===== config.mk =====
export PLATFORM = sky130hd
export DESIGN_NAME = fusion_sum_drain
export DESIGN_NICKNAME = d
export VERILOG_FILES = /design/src/rtl/fusion_sum_drain.sv
export SDC_FILE = /design/constraint.sdc
export NUM_CORES = 1
export LEC_CHECK = 0
export CORE_ASPECT_RATIO = 1.4
export CORE_MARGIN = 2
export CORE_UTILIZATION = 50
export CTS_BUF_LIST = sky130_fd_sc_hd__clkbuf_2
export DETAILED_ROUTE_END_ITERATION = 8
export PLACE_DENSITY = 0.83
export SYNTH_ARGS = -nofsm -noshare
export SYNTH_HDL_FRONTEND = slang
export SYNTH_SLANG_ARGS = --single-unit

===== constraint.sdc =====
create_clock -name clk -period 4.35 [get_ports clk]
set_input_delay 1.305 -clock clk [delete_from_list [all_inputs] [get_ports clk]]
set_output_delay 1.305 -clock clk [all_outputs]
set_load 0.01 [all_outputs]

===== src/rtl/fusion_sum_drain.sv =====
// Unpacks a captured 128-bit fusion MAC accumulator into 20-bit extended lanes, LSB lane first.
// First beat is visible the cycle after start is accepted; a beat holds steady while out_ready is low.
module fusion_sum_drain (
  input  logic         clk,
  input  logic         rst,
  input  logic         start,
  input  logic [1:0]   mode,
  input  logic         sgn,
  input  logic [127:0] sum_in,
  output logic         in_ready,
  output logic         out_valid,
  input  logic         out_ready,
  output logic [19:0]  out_data,
  output logic [3:0]   out_lane,
  output logic         out_last,
  output logic         done,
  output logic         err
);

  typedef enum logic [1:0] {
    IDLE  = 2'd0,
    DRAIN = 2'd1,
    FIN   = 2'd2
  } state_t;

  localparam logic [1:0] MODE_2B  = 2'b00;
  localparam logic [1:0] MODE_4B  = 2'b01;
  localparam logic [1:0] MODE_BAD = 2'b11;

  state_t       state_q, state_d;
  logic [127:0] sum_q;
  logic [1:0]   mode_q;
  logic         sgn_q;
  logic [3:0]   lane_q;

  logic [3:0]   last_idx;
  logic         is_last;
  logic [6:0]   off12;
  logic [7:0]   lane8;
  logic [11:0]  lane12;
  logic [19:0]  lane_ext;
  logic         beat;

  // Lane extraction depends only on captured state so the beat is stable under backpressure.
  always_comb begin
    off12  = {3'b000, lane_q} * 7'd12;
    lane8  = 8'(sum_q >> {lane_q, 3'b000});
    lane12 = 12'(sum_q >> off12);

    last_idx = 4'd0;
    lane_ext = sum_q[19:0];
    case (mode_q)
      MODE_2B: begin
        last_idx = 4'd15;
        lane_ext = {{12{sgn_q & lane8[7]}}, lane8};
      end
      MODE_4B: begin
        last_idx = 4'd3;
        lane_ext = {{8{sgn_q & lane12[11]}}, lane12};
      end
      default: begin
        last_idx = 4'd0;
        lane_ext = sum_q[19:0];
      end
    endcase
    is_last = (lane_q == last_idx);
  end

  always_comb begin
    state_d   = state_q;
    in_ready  = 1'b0;
    out_valid = 1'b0;
    out_data  = 20'd0;
    out_lane  = 4'd0;
    out_last  = 1'b0;
    done      = 1'b0;
    err       = 1'b0;
    case (state_q)
      IDLE: begin
        in_ready = 1'b1;
        if (start) state_d = (mode == MODE_BAD) ? FIN : DRAIN;
      end
      DRAIN: begin
        out_valid = 1'b1;
        out_data  = lane_ext;
        out_lane  = lane_q;
        out_last  = is_last;
        if (out_ready && is_last) state_d = FIN;
      end
      FIN: begin
        done    = 1'b1;
        err     = (mode_q == MODE_BAD);
        state_d = IDLE;
      end
      default: state_d = IDLE;
    endcase
  end

  assign beat = out_valid & out_ready;

  always_ff @(posedge clk) begin
    if (rst) begin
      state_q <= IDLE;
      sum_q   <= 128'd0;
      mode_q  <= 2'd0;
      sgn_q   <= 1'b0;
      lane_q  <= 4'd0;
    end else begin
      state_q <= state_d;
      if (state_q == IDLE && start) begin
        sum_q  <= sum_in;
        mode_q <= mode;
        sgn_q  <= sgn;
        lane_q <= 4'd0;
      end else if (beat && !is_last) begin
        lane_q <= lane_q + 4'd1;
      end
    end
  end

endmodule


==> summary.md <==
| Metric | Value |
|---|---|
| Status | finished, violations left |
| Failing checks | negative setup slack |
| R2R setup slack | around 2.3 ns |
| Clock Latency Late Sink | just under 0.8 ns |
| Final setup fails | 20 |
| Yosys warns | 0 |
| Area of the core | 18,500 um2 |
| Design area | 12,400 um2 |
| Ports | ~160 |
| Routed via count | 9,604 |
| WL/cell | between 20 and 25 um |
| F_max | just over 200 MHz |
| Initial DRC Count | 1,356 |
| Final WS setup | -0.497 ns |
| Placed inst area | 11,500 um2 |
| Final GP Congestion | about 1.0 |
| Peak supply drop | ~0.19 mV |
| Final WL | around 33 mm |
| Setup TNS | -7.14 ns |
| Number of H-tree levels | 4 |
| Vias in the first global route | around 9,000 |
| Dpl hpwl | around 23 mm |
| Synth Register Bits | 137 |
| Syn_area_per_cell | roughly 9.2 um2 |
| Crit end category | primary output |
| Async SR Flop Fraction | 0% |
| First-pass DRT Iterations | 7 |
| Initial antenna violation count | 1 |
| Worst hold margin | approximately 0.51 ns |
| Largest net degree at the start of global routing | a little over 90 |
| First-pass GRT wire length | ~50 mm |
| Pre-CTS setup slack | -0.168 ns |
| Rel. slew slack | roughly 60% |
| Grt total ovfl | 0 |
| Total CTS buffers | 17 |
| Hold_buf cts | 0 |
| PortBufs | around 160 |
| Final period util | 111% |
| Worst Tran Pin Value | about 0.59 ns |
| Vert. Die Dim | ~170 um |
| Layout area overhead | 31.7% |
| Slew Viols, Final | 0 |
| Minimum clock period | slightly below 5 ns |
| Starting density of the core | approximately half |
| Layout Skew | 0.0357 ns |
| Crit path DAT | 3.54 ns |
| CP Max Fanout | 7 |
| Crit path launch type | register |
| Final ANT Viol Nets | 0 |
| Synthesized area | between 9000 and 10,000 um2 |
| Main synth FF type | dfxtp_1 |
| Fraction of layout cells with a size suffix above 1 | between 20% and 30% |
| Synth cell types | 60 |
| Leakage power | between 4 and 5 nW |
| DRC errors left | 0 |
| Clock Path Buffers | 2 |
| Gr usage total | about a third |
| Hold Violations, Final | 0 |
| Die Area | around 20,000 um2 |
| Max-cap violations | 0 |
| Die Wd | 120 um |
| Vias per inst | 6.52 |
| Fin nets | between 1,000 and 1,500 |
| Num rows | roughly 60 |
| Mapped Cells | a little over 1,000 |
| Syn_nets | between 1,000 and 1,500 |
| Root Driver | clkbuf_2 |
| Crit path required time | about 3 ns |
| Post-synth EDFFs | 0 |
| Design Power | between 3 and 4 mW |
| Register area | approximately 2800 um2 |
| Hold Path Class | reg -> reg |
| TritonCTS clock tree | yes |
| Clk sinks | roughly 140 |
| Multi-input logic area | about 6400 um2 |
| Reg clk slew, reported paths | around 0.18 ns |
| CP Class | reg -> out |
| Pwr dens | about 250 nW/um2 |
| Register area share after synthesis | around 29% |
| Layout fillers | approximately 1,400 |
| RSZ-0062 raised after global routing | yes |
## cells by family (layout without fill, tap and decap cells)
logic type / count (synthesis) / in the layout / synth area share (%)
adder cells (fa/ha/maj): 4 / 4 / 0.611
flip-flops: 137 / 137 / 29.1
buffers and inverters: 106 / 309 / 5.65
XOR/XNOR: 5 / 5 / 0.544
other: 0 / 1 / 0
AND/OR/NAND/NOR: 362 / 362 / 15.9
AO/OA/AOI/OAI: 242 / 242 / 15.2
multiplexers: 169 / 169 / 33.0
## sequential cells by signal, summed over array words and instances (netlist names)
register and cells:
sum_q 128, mode_q 2, lane_q 4, state_q 2, sgn_q 1
## per-stage QoR
step | std cells | util [%]
after floorplan | 1025 | -
after global placement | 1401 | 62.2
after detailed placement | 1401 | 62.2
after CTS | 1458 | 66.1
after global routing | 1473 | 67.0
final | 1473 | 67.0
## routing by layer
layer | global-route usage, % | routed length [um] | vias up
li1 | - | - | 4172
met1 | 37.3 | 11000 | 4515
met2 | 55.1 | 16300 | 718
met3 | 7.09 | 3120 | 199
met4 | 20.2 | 2410 | 0
met5 | 0 | 0 | -
## final cells by class
cell class / instances / share of cell area [%]
diodes: 1 / 0.0202
clock buffers: 21 / 0.847
clock inverters: 10 / 1.03
inverters: 9 / 0.292
multi-input cells: 782 / 51.9
flip-flops and latches: 137 / 22.2
well taps: 244 / 2.46
repair buffers: 269 / 21.2
## layout by cell type (no fill, tap or decap), types with 4 or more instances in the layout
master	n
and2_1	5
buf_4	76
inv_1	7
nor2b_1	9
a211oi_2	4
buf_12	10
a211oi_1	4
nor3_2	5
o22ai_1	6
mux4_1	4
buf_6	12
a31oi_1	11
a21oi_1	150
nand2_1	290
nand2b_1	4
nor2_1	13
clkdlybuf4s50_1	141
mux2i_1	38
nor3_1	10
a22oi_1	10
mux4_2	106
mux2_2	13
clkbuf_2	21
buf_2	21
dfxtp_1	134
o21ai_0	10
## path summary, 6_finish.rpt
check                          startpoint  cells after the start                       to
setup / recovery   lane_q[1]$_SDFFE_PP0P_                     11              out_data[6]
hold reg to reg   sum_q[127]$_SDFFE_PP0P_                      2  sum_q[127]$_SDFFE_PP0P_
setup reg to reg   lane_q[2]$_SDFFE_PP0P_                      9  state_q[1]$_SDFFE_PP0P_
hold / removal    sum_q[127]$_SDFFE_PP0P_                      2  sum_q[127]$_SDFFE_PP0P_
## Yosys cell counts (5+ instances only)
cell type  count  area (um2)
nor3_1        15        75.1
mux2i_1       43         430
mux2_2        16         180
a221oi_1       6        52.6
and2_1         5        31.3
nand2_1      291        1090
a211oi_1       7        52.6
clkbuf_1      53         199
buf_1          9        33.8
inv_1          9        33.8
mux4_2       104        2340
o21ai_0       15        75.1
dfxtp_1      137        2740
nor4_1         7        43.8
nor2b_1       10        62.6
o22ai_1        7        43.8
buf_6         13         146
a21oi_1      152         761
nor2_1        14        52.6
a22oi_1       10        75.1
buf_2         18        90.1
mux4_1         6         158
a31oi_1       12        75.1
## worst max-delay path, stage by stage, from the launching register on
cell and delay [ns]:
dfxtp_4 0.41, ha_4 0.14, inv_2 0.04, fa_2 0.59, buf_12 0.13, buf_12 0.12
buf_8 0.13, mux4_2 0.34, mux4_2 0.50, o221ai_2 0.17, nor3_2 0.08, buf_2 0.15
## power by group
group / leakage (nW) / internal [mW] / switching, mW
clock: 0.146 / 0.320 / 0.467
sequential: 1.13 / 1.35 / 0.158
combinational: 3.22 / 0.429 / 0.382
total: 4.49 / 2.10 / 1.01
## timing repair
action	CTS	global route
buffers inserted	22	16
endpoints found under the setup margin	21	21
resized for setup	146	25
cloned	6	1
pin swaps	32	24
Note: power is estimated with default switching activity, not from simulation.
